==> config.mk <==
export PLATFORM = sky130hd
export DESIGN_NAME = traffic_sensor_cond
export DESIGN_NICKNAME = d
export VERILOG_FILES = /design/src/rtl/traffic_pkg.sv /design/src/rtl/tsc_debounce.sv /design/src/rtl/traffic_sensor_cond.sv
export SDC_FILE = /design/constraint.sdc
export NUM_CORES = 1
export LEC_CHECK = 0
export CORE_MARGIN = 2
export CORE_UTILIZATION = 55
export DETAILED_ROUTE_END_ITERATION = 10
export PLACE_DENSITY_LB_ADDON = 0.05
export SLEW_MARGIN = 20
export SYNTH_ARGS = -nofsm -noshare
export SYNTH_HDL_FRONTEND = slang
export SYNTH_SLANG_ARGS = --single-unit
==> constraint.sdc <==
create_clock -name i_clk -period 1.4 [get_ports i_clk]
set_input_delay 0.28 -clock i_clk [delete_from_list [all_inputs] [get_ports i_clk]]
set_output_delay 0.28 -clock i_clk [all_outputs]
set_load 0.01 [all_outputs]
==> src/rtl/traffic_pkg.sv <==
// Shared definitions for the traffic-light controller and its input conditioner.
// Contents: light encodings, default timing constants, channel indices, edge helper.
package traffic_pkg;

    typedef enum logic [1:0] {
        GREEN  = 2'd0,
        YELLOW = 2'd1,
        RED    = 2'd2
    } light_t;

    localparam int unsigned SYNC_STAGES_DEF = 2;
    localparam int unsigned DEB_CYCLES_DEF  = 8;
    localparam int unsigned HOLD_CYCLES_DEF = 32;

    // Bit positions of the four street inputs inside the conditioner.
    localparam int unsigned CH_A = 0;
    localparam int unsigned CH_B = 1;
    localparam int unsigned CH_P = 2;
    localparam int unsigned CH_R = 3;

    function automatic logic rise_edge(input logic cur, input logic prev);
        return cur & ~prev;
    endfunction

endpackage

==> src/rtl/tsc_debounce.sv <==
// One input channel: SYNC_STAGES-flop synchroniser followed by a debouncer.
// Ports: i_clk, i_rstn (async active-low), i_raw (async input), o_deb (level).
module tsc_debounce
    import traffic_pkg::*;
#(
    parameter int unsigned SYNC_STAGES = SYNC_STAGES_DEF,
    parameter int unsigned DEB_CYCLES  = DEB_CYCLES_DEF
) (
    input  logic i_clk,
    input  logic i_rstn,
    input  logic i_raw,
    output logic o_deb
);

    localparam int unsigned CW = $clog2(DEB_CYCLES + 1);
    localparam logic [CW-1:0] CNT_LAST = CW'(DEB_CYCLES - 1);

    logic [SYNC_STAGES-1:0] sync_q, sync_d;
    logic                   sync;
    logic [CW-1:0]          cnt_q, cnt_d;
    logic                   deb_q, deb_d;

    assign sync = sync_q[SYNC_STAGES-1];

    // The level flips on the DEB_CYCLES-th consecutive disagreeing
    // sample; any agreeing sample (or the flip itself) clears the count.
    always_comb begin
        sync_d = {sync_q[SYNC_STAGES-2:0], i_raw};
        cnt_d  = '0;
        deb_d  = deb_q;
        if (sync != deb_q) begin
            if (cnt_q == CNT_LAST) begin
                deb_d = sync;
            end else begin
                cnt_d = cnt_q + 1'b1;
            end
        end
    end

    always_ff @(posedge i_clk or negedge i_rstn) begin
        if (!i_rstn) begin
            sync_q <= '0;
            cnt_q  <= '0;
            deb_q  <= 1'b0;
        end else begin
            sync_q <= sync_d;
            cnt_q  <= cnt_d;
            deb_q  <= deb_d;
        end
    end

    assign o_deb = deb_q;

endmodule

==> src/rtl/traffic_sensor_cond.sv <==
// Input conditioner feeding the traffic-light controller FSM.
// Inputs: i_clk, i_rstn (async active-low), two raw car loops, two raw buttons.
// Outputs: o_TA/o_TB registered traffic levels, o_P/o_R registered 1-cycle pulses.
// Macro TSC_GAP_HOLD_EN: when defined, o_TA/o_TB bridge gaps of HOLD_CYCLES.
module traffic_sensor_cond
    import traffic_pkg::*;
#(
    parameter int unsigned SYNC_STAGES = SYNC_STAGES_DEF,
    parameter int unsigned DEB_CYCLES  = DEB_CYCLES_DEF,
    parameter int unsigned HOLD_CYCLES = HOLD_CYCLES_DEF
) (
    input  logic i_clk,
    input  logic i_rstn,
    input  logic i_sensor_a_raw,
    input  logic i_sensor_b_raw,
    input  logic i_parade_btn,
    input  logic i_release_btn,
    output logic o_TA,
    output logic o_TB,
    output logic o_P,
    output logic o_R
);

    if (SYNC_STAGES < 2) begin : g_bad_sync
        $error("SYNC_STAGES must be >= 2");
    end
    if (DEB_CYCLES < 1) begin : g_bad_deb
        $error("DEB_CYCLES must be >= 1");
    end
    if (HOLD_CYCLES < 1) begin : g_bad_hold
        $error("HOLD_CYCLES must be >= 1");
    end

    logic [3:0] raw;
    logic [3:0] deb;

    assign raw = {i_release_btn, i_parade_btn,
                  i_sensor_b_raw, i_sensor_a_raw};

    for (genvar g = 0; g < 4; g++) begin : g_ch
        tsc_debounce #(
            .SYNC_STAGES (SYNC_STAGES),
            .DEB_CYCLES  (DEB_CYCLES)
        ) u_deb (
            .i_clk  (i_clk),
            .i_rstn (i_rstn),
            .i_raw  (raw[g]),
            .o_deb  (deb[g])
        );
    end

    logic [1:0] btn_prev_q, btn_prev_d;
    logic       rise_p, rise_r;
    logic       p_q, p_d, r_q, r_d;
    logic       ta_q, ta_d, tb_q, tb_d;

    // Release outranks start when both debounce on the same cycle.
    always_comb begin
        btn_prev_d = {deb[CH_R], deb[CH_P]};
        rise_p     = rise_edge(deb[CH_P], btn_prev_q[0]);
        rise_r     = rise_edge(deb[CH_R], btn_prev_q[1]);
        p_d        = rise_p & ~rise_r;
        r_d        = rise_r;
    end

`ifdef TSC_GAP_HOLD_EN
    localparam int unsigned HW = $clog2(HOLD_CYCLES + 1);
    localparam logic [HW-1:0] HOLD_LOAD = HW'(HOLD_CYCLES);

    logic [HW-1:0] hold_a_q, hold_a_d;
    logic [HW-1:0] hold_b_q, hold_b_d;

    // Hold reloads while traffic is seen and drains once it goes away,
    // so a short gap between cars never drops the level.
    always_comb begin
        hold_a_d = deb[CH_A] ? HOLD_LOAD :
                   (hold_a_q != '0) ? hold_a_q - 1'b1 : '0;
        hold_b_d = deb[CH_B] ? HOLD_LOAD :
                   (hold_b_q != '0) ? hold_b_q - 1'b1 : '0;
        ta_d     = deb[CH_A] | (hold_a_q != '0);
        tb_d     = deb[CH_B] | (hold_b_q != '0);
    end

    always_ff @(posedge i_clk or negedge i_rstn) begin
        if (!i_rstn) begin
            hold_a_q <= '0;
            hold_b_q <= '0;
        end else begin
            hold_a_q <= hold_a_d;
            hold_b_q <= hold_b_d;
        end
    end
`else
    always_comb begin
        ta_d = deb[CH_A];
        tb_d = deb[CH_B];
    end
`endif

    always_ff @(posedge i_clk or negedge i_rstn) begin
        if (!i_rstn) begin
            btn_prev_q <= '0;
            p_q        <= 1'b0;
            r_q        <= 1'b0;
            ta_q       <= 1'b0;
            tb_q       <= 1'b0;
        end else begin
            btn_prev_q <= btn_prev_d;
            p_q        <= p_d;
            r_q        <= r_d;
            ta_q       <= ta_d;
            tb_q       <= tb_d;
        end
    end

    assign o_TA = ta_q;
    assign o_TB = tb_q;
    assign o_P  = p_q;
    assign o_R  = r_q;

endmodule

==> out/metrics.csv, run 1 <==
metric,value,unit
clock_path_buffers,2,
r2r-start,g_ch[3].u_deb.cnt_q[0],
layoutNonFillerInstCount,134,
rsz0062_at_grt,no,
cts_buffers,5,
crit_path_end_kind,output port,
total_power,2.52,mW
slew_violations,0,
ff2ff_path_depth,4,
worst-path-stages,1,
utilization,66.0,%
reg2reg_slack,170,ps
cp.required,1120,ps
r2r-end,g_ch[3].u_deb.o_deb,
setup_tns,0,ps
clock_latency,320,ps
synth_area,1230,um2
gp_congestion,0.736,
crit_slowest_cell,dfrtp_1,
gr-total-overflow,0,
slew_headroom,75.0,%
drt-initial-drc-count,6,
grt_max_degree,35,
die_area,2630,um2
cp.arrival,980,ps
synth_seq_cells,34,
slowest_delay,380,ps
vias,672,
cts_root_buf,clkbuf_4,
routed_via_density,5.01,
postRouteWirelength,1580,um
antenna_cells,0,
maxCapViolCount,0,
vdd_drop_max,0.969,mV
portBuffers,9,
cts-htree-levels,2,
cts_setup_buffers,0,
syn_to_final_growth,16.3,%
path_cells,dlygate4sd2_1,
fill_cells,183,
worst_pin_slew,372,ps
dr.pass1.iters,3,
cts_tree,done,
rows,17,
clk_pin_slew_worst_paths,90,ps
regArea,851,um2
internal-power,1.80,mW
crit_family,flip-flops,
die_w,51.3,um
ys_top_cells_by_area,"dfrtp_1 69%, xnor2_1 5.7%, ha_1 4.1%",
met1_usage,19.4,%
hold_viol,0,
p_comb_share,22.3,%
core-area,2170,um2
grt_util_all_layers,15.8,%
yosysTopAreaCell,dfrtp_1,
synth_seq_area_share,69.1,%
ant_nets,0,
grt_pass1_vias,698,
hp-class,input port to asynchronous set/reset pin,
antenna_found_initial,0,
crit_path_end,o_P,
syn_nets,98,
synth_top_area_share,69.1,%
pwr-share-clk,21.2,%
dpl.hpwl,1080,um
initial_core_util,56.7,%
top_usage_layer,met2,
die_y,51.3,um
setup_viol,0,
power-per-cell-area,1760,nW/um2
drc_errors,0,
pin_count,10,
leakagePower,0.704,nW
avgSynthCellArea,14.0,um2
cp_max_fo,1,
layout_min_cycle_time,1260,ps
p_switching,0.718,mW
run_status,"finished, final reports clean",
place_inst,126,
critPathLaunch,o_P,
mostFrequentLayoutCells,"34 x dfrtp_1, 12 x nor2_1, 8 x xnor2_1",
synth.distinct_cells,13,
synthCells,88,
hold_ws,318,ps
ys_warn_count,0,
fmax,791,MHz
grt_pass1_wl,2900,um
timing_worst_setup_path_type,register to output port,
cts_sinks,34,
period_share,90.3,%
fin_worst_skew,5.18,ps
met3_usage,5.56,%
critPathBufInv,1,
use_met2,23.4,%
multiInputGateArea,380,um2
layout_commonest_cell,dfrtp_1,
drive_above_1_share,14.2,%
p_seq_share,56.5,%
switching_share,28.5,%
wl_per_cell,11.8,um
nets,115,
startpoint_type,register,
[synthesized netlist by cell type]
library cell,instances
mux2_4,3
nor2_1,12
dfrtp_1,34
nor2b_1,5
nand3_1,4
nor2_2,4
nand2_1,4
mux2i_1,4
ha_1,4
nor3_1,4
mux2_1,1
nor3b_1,1
xnor2_1,8
[layout make-up]
| class | instances | share of cell area [%] |
|---|---|---|
| Tap cell | 28 | 2.45 |
| Clock inverter | 1 | 0.350 |
| Sequential cell | 34 | 59.4 |
| Clock buffer | 7 | 3.85 |
| Multi-Input combinational cell | 54 | 26.6 |
| Timing Repair Buffer | 10 | 7.34 |
[metrics by stage]
stage	area [um2]	setup slack (ps)
after floorplan	1230	259
after global placement	1380	200
after detailed placement	1380	180
after CTS	1430	107
after global routing	1430	75.2
final	1430	136
[worst min-delay path by stage]
stage | endpoint | slack, ps | start
after floorplan | btn_prev_q[0] | -20 | i_rstn
after global placement | g_ch[2].u_deb.sync_q[1] | 330 | g_ch[2].u_deb.sync_q[0]
after detailed placement | g_ch[2].u_deb.sync_q[1] | 340 | g_ch[2].u_deb.sync_q[0]
after CTS | g_ch[1].u_deb.cnt_q[0] | 310 | i_rstn
after global routing | g_ch[0].u_deb.o_deb | 320 | i_rstn
final | g_ch[1].u_deb.cnt_q[2] | 320 | i_rstn
[cell families after synthesis]
kind of cell / share of synthesized area [%]
xor gates and xnor gates: 5.69
and+or+nand+nor: 13.3
muxes: 7.83
adders and majority gates: 4.07
DFF: 69.1
[timing repair]
action,in CTS,in global routing
hold buffers,0,0
gates resized for setup,4,0
hold endpoints to repair,0,0
setup endpoints to repair,4,0
[routing by layer]
layer / share of wire [%] / vias up
li1: - / 325
met1: 45 / 335
met2: 50 / 10
met3: 4.1 / 2
met4: 0.76 / 0
met5: 0 / -
[power by group through the flow]
stage                     registers [mW]  clock network (mW)  logic (mW)
final                               1.42               0.535       0.562
after global routing                1.46               0.599       0.650
after CTS                           1.43               0.568       0.575
after detailed placement            1.45                   0       0.604
after global placement              1.43                   0       0.590
after floorplan                     1.43                   0       0.379
[sequential cells by signal, summed over array words and instances (netlist names)]
name	flops
g_ch.u_deb.sync_q	8
o_TB	1
o_R	1
btn_prev_q	2
o_P	1
g_ch.u_deb.o_deb	4
o_TA	1
g_ch.u_deb.cnt_q	16
No activity file was read; power rests on OpenSTA's default activity.
==> inputs of run 2 (changes only) <==
--- a/config.mk
+++ b/config.mk
@@ -5,6 +5,7 @@
 export SDC_FILE = /design/constraint.sdc
 export NUM_CORES = 1
 export LEC_CHECK = 0
+export CAP_MARGIN = 20
 export CORE_MARGIN = 2
 export CORE_UTILIZATION = 55
 export DETAILED_ROUTE_END_ITERATION = 10
@@ -12,4 +13,5 @@
 export SLEW_MARGIN = 20
 export SYNTH_ARGS = -nofsm -noshare
 export SYNTH_HDL_FRONTEND = slang
+export SYNTH_HIERARCHICAL = 1
 export SYNTH_SLANG_ARGS = --single-unit
==> run 2 against run 1 <==
Design area increased by 1.4%. Synthesized cell count is the same. Largest cell class unchanged. Clock skew grew 7.3 ps. Global-route usage fell by 0.82 points.
==> out/metrics.csv, run 2 <==
metric,value,unit
worst_pin_slew,364,ps
cp_max_fo,1,
die_w,51.6,um
postLayoutSetupSlackWorst,138,ps
layoutNonFillerInstCount,134,
pin_count,10,
rows,17,
total_power,2.58,mW
antenna_cells,0,
timing_worst_setup_path_type,register to output port,
grt_pass1_vias,613,
hold_ws,306,ps
hold_buffers,0,
fill_cells,177,
async_flop_share,100,%
cts_root_buf,clkbuf_4,
syn_nets,98,
clock_path_buffers,2,
vdd_drop_max,1.28,mV
crit_family,flip-flops,
power-per-cell-area,1780,nW/um2
regArea,851,um2
dr.pass1.iters,3,
crit_slowest_cell,dfrtp_1,
routed_via_density,4.87,
leakagePower,0.707,nW
synthCells,88,
place_inst,126,
layout_commonest_cell,dfrtp_1,
synth_seq_area_share,68.2,%
die_area,2670,um2
run_status,"finished, final reports clean",
avgSynthCellArea,14.2,um2
setup_viol,0,
portBuffers,9,
grt_pass1_wl,2700,um
cts-htree-levels,2,
critPathBufInv,1,
largest_register,g_ch.u_deb/cnt_q,
ys.flop_type,dfrtp_1,
slew_headroom,75.5,%
ys_top_cells_by_area,"dfrtp_1 68%, xnor2_1 5.6%, mux2_4 4.8%",
vias,652,
synth_common_cells,"34 x dfrtp_1, 12 x nor2_1, 8 x xnor2_1",
syn_to_final_growth,16.3,%
synth.distinct_cells,13,
drive_above_1_share,17.9,%
gr-total-overflow,0,
mostFrequentLayoutCells,"34 x dfrtp_1, 12 x nor2_1, 8 x xnor2_1, 5 x clkbuf_4, 5 x clkdlybuf4s50_1",
initial_core_util,57.5,%
grt_max_degree,35,
cts_tree,done,
path_cells,dlygate4sd2_1,
cts_sinks,34,
nets,115,
cts_setup_buffers,0,
placed_cell_area,1390,um2
slew_violations,0,
utilization,66.9,%
cts_resized,4,
gp_congestion,0.672,
synth_edf_count,0,
core-area,2170,um2
maxCapViolCount,0,
hold_viol,0,
die_y,51.6,um
rsz0062_at_grt,no,
fin_worst_skew,12.5,ps
drt-initial-drc-count,1,
largest_reg_flops,16,
synth_seq_cells,34,
wl_per_cell,11.3,um
synth_area,1250,um2
post-place-ws,197,ps
fmax,793,MHz
cts_buffers,5,
layout_min_cycle_time,1260,ps
clock_latency,330,ps
multiInputGateArea,397,um2
synth_top_area_share,68.2,%
fin_area,1450,um2
period_share,90.1,%
yosysTopAreaCell,dfrtp_1,
cp.arrival,980,ps
grt_util_all_layers,14.9,%
ys_warn_count,6,
setup_tns,0,ps
hp-class,input port to asynchronous set/reset pin,
postRouteWirelength,1510,um
antenna_found_initial,0,
cp.required,1120,ps
drc_errors,0,
clk_pin_slew_worst_paths,100,ps
slowest_delay,380,ps
crit_path_end_kind,output port,
synth.most_common_cell,dfrtp_1,
startpoint_type,register,
dpl.hpwl,992,um
ant_nets,0,
-- run 2: kinds of logic (layout without fill, tap and decap cells) --
kind of cell             after synthesis  count (layout)  synth area share, %
adder cells (fa/ha/maj)                4               4                 4.01
flip-flops                            34              34                 68.2
XOR/XNOR                               8               8                 5.62
AND/OR/NAND/NOR                       34              34                 14.1
multiplexers                           8               8                 8.02
buffers and inverters                  0              18                    0
-- run 2: path summary, 6_finish.rpt --
path,from,to,slack (ps),cells after the start
max,o_TB,o_TB,140,1
min,i_rstn,o_TA,310,2
max reg2reg,g_ch[3].u_deb/cnt_q[0],g_ch[3].u_deb/o_deb,170,4
min reg2reg,g_ch[3].u_deb/sync_q[0],g_ch[3].u_deb/sync_q[1],350,0
max in group asynchronous,i_rstn,g_ch[1].u_deb/sync_q[1],910,2
min in group i_clk,g_ch[3].u_deb/sync_q[0],g_ch[3].u_deb/sync_q[1],350,0
-- run 2: power breakdown --
part           total, mW  switching (mW)  internal [mW]
Sequential          1.43           0.181           1.25
Clock              0.556           0.314          0.241
Combinational      0.594           0.254          0.340
-- run 2: worst reg2reg max path: cells and delay by family, from the launching register on --
family | cells | cell delay, ps
multiplexers | 1 | 310
adder cells (fa/ha/maj) | 1 | 220
AND/OR/NAND/NOR | 2 | 210
flip-flops | 1 | 390
-- run 2: metal layers --
| metal | vias to the layer above | wire length, um | GRT usage, % |
|---|---|---|---|
| li1 | 321 | - | - |
| met2 | 13 | 632 | 20.3 |
| met1 | 314 | 777 | 18.8 |
| met4 | 0 | 29 | 7.89 |
| met5 | - | 0 | 0 |
| met3 | 4 | 72 | 8.62 |
-- run 2: area by class of cell --
class	count	area share, %
clock buffers	6	3.53
repair buffers	10	7.24
clock inverters	2	0.862
multi-input cells	54	27.3
well taps	28	2.41
flip-flops and latches	34	58.6
==> inputs of run 3 (changes only) <==
--- a/config.mk
+++ b/config.mk
@@ -10,7 +10,6 @@
 export CORE_UTILIZATION = 55
 export DETAILED_ROUTE_END_ITERATION = 10
 export PLACE_DENSITY_LB_ADDON = 0.05
-export SLEW_MARGIN = 20
 export SYNTH_ARGS = -nofsm -noshare
 export SYNTH_HDL_FRONTEND = slang
 export SYNTH_HIERARCHICAL = 1
==> results of run 3 <==
Same layout as run 2: the final DEF is identical, and so are final timing and power.
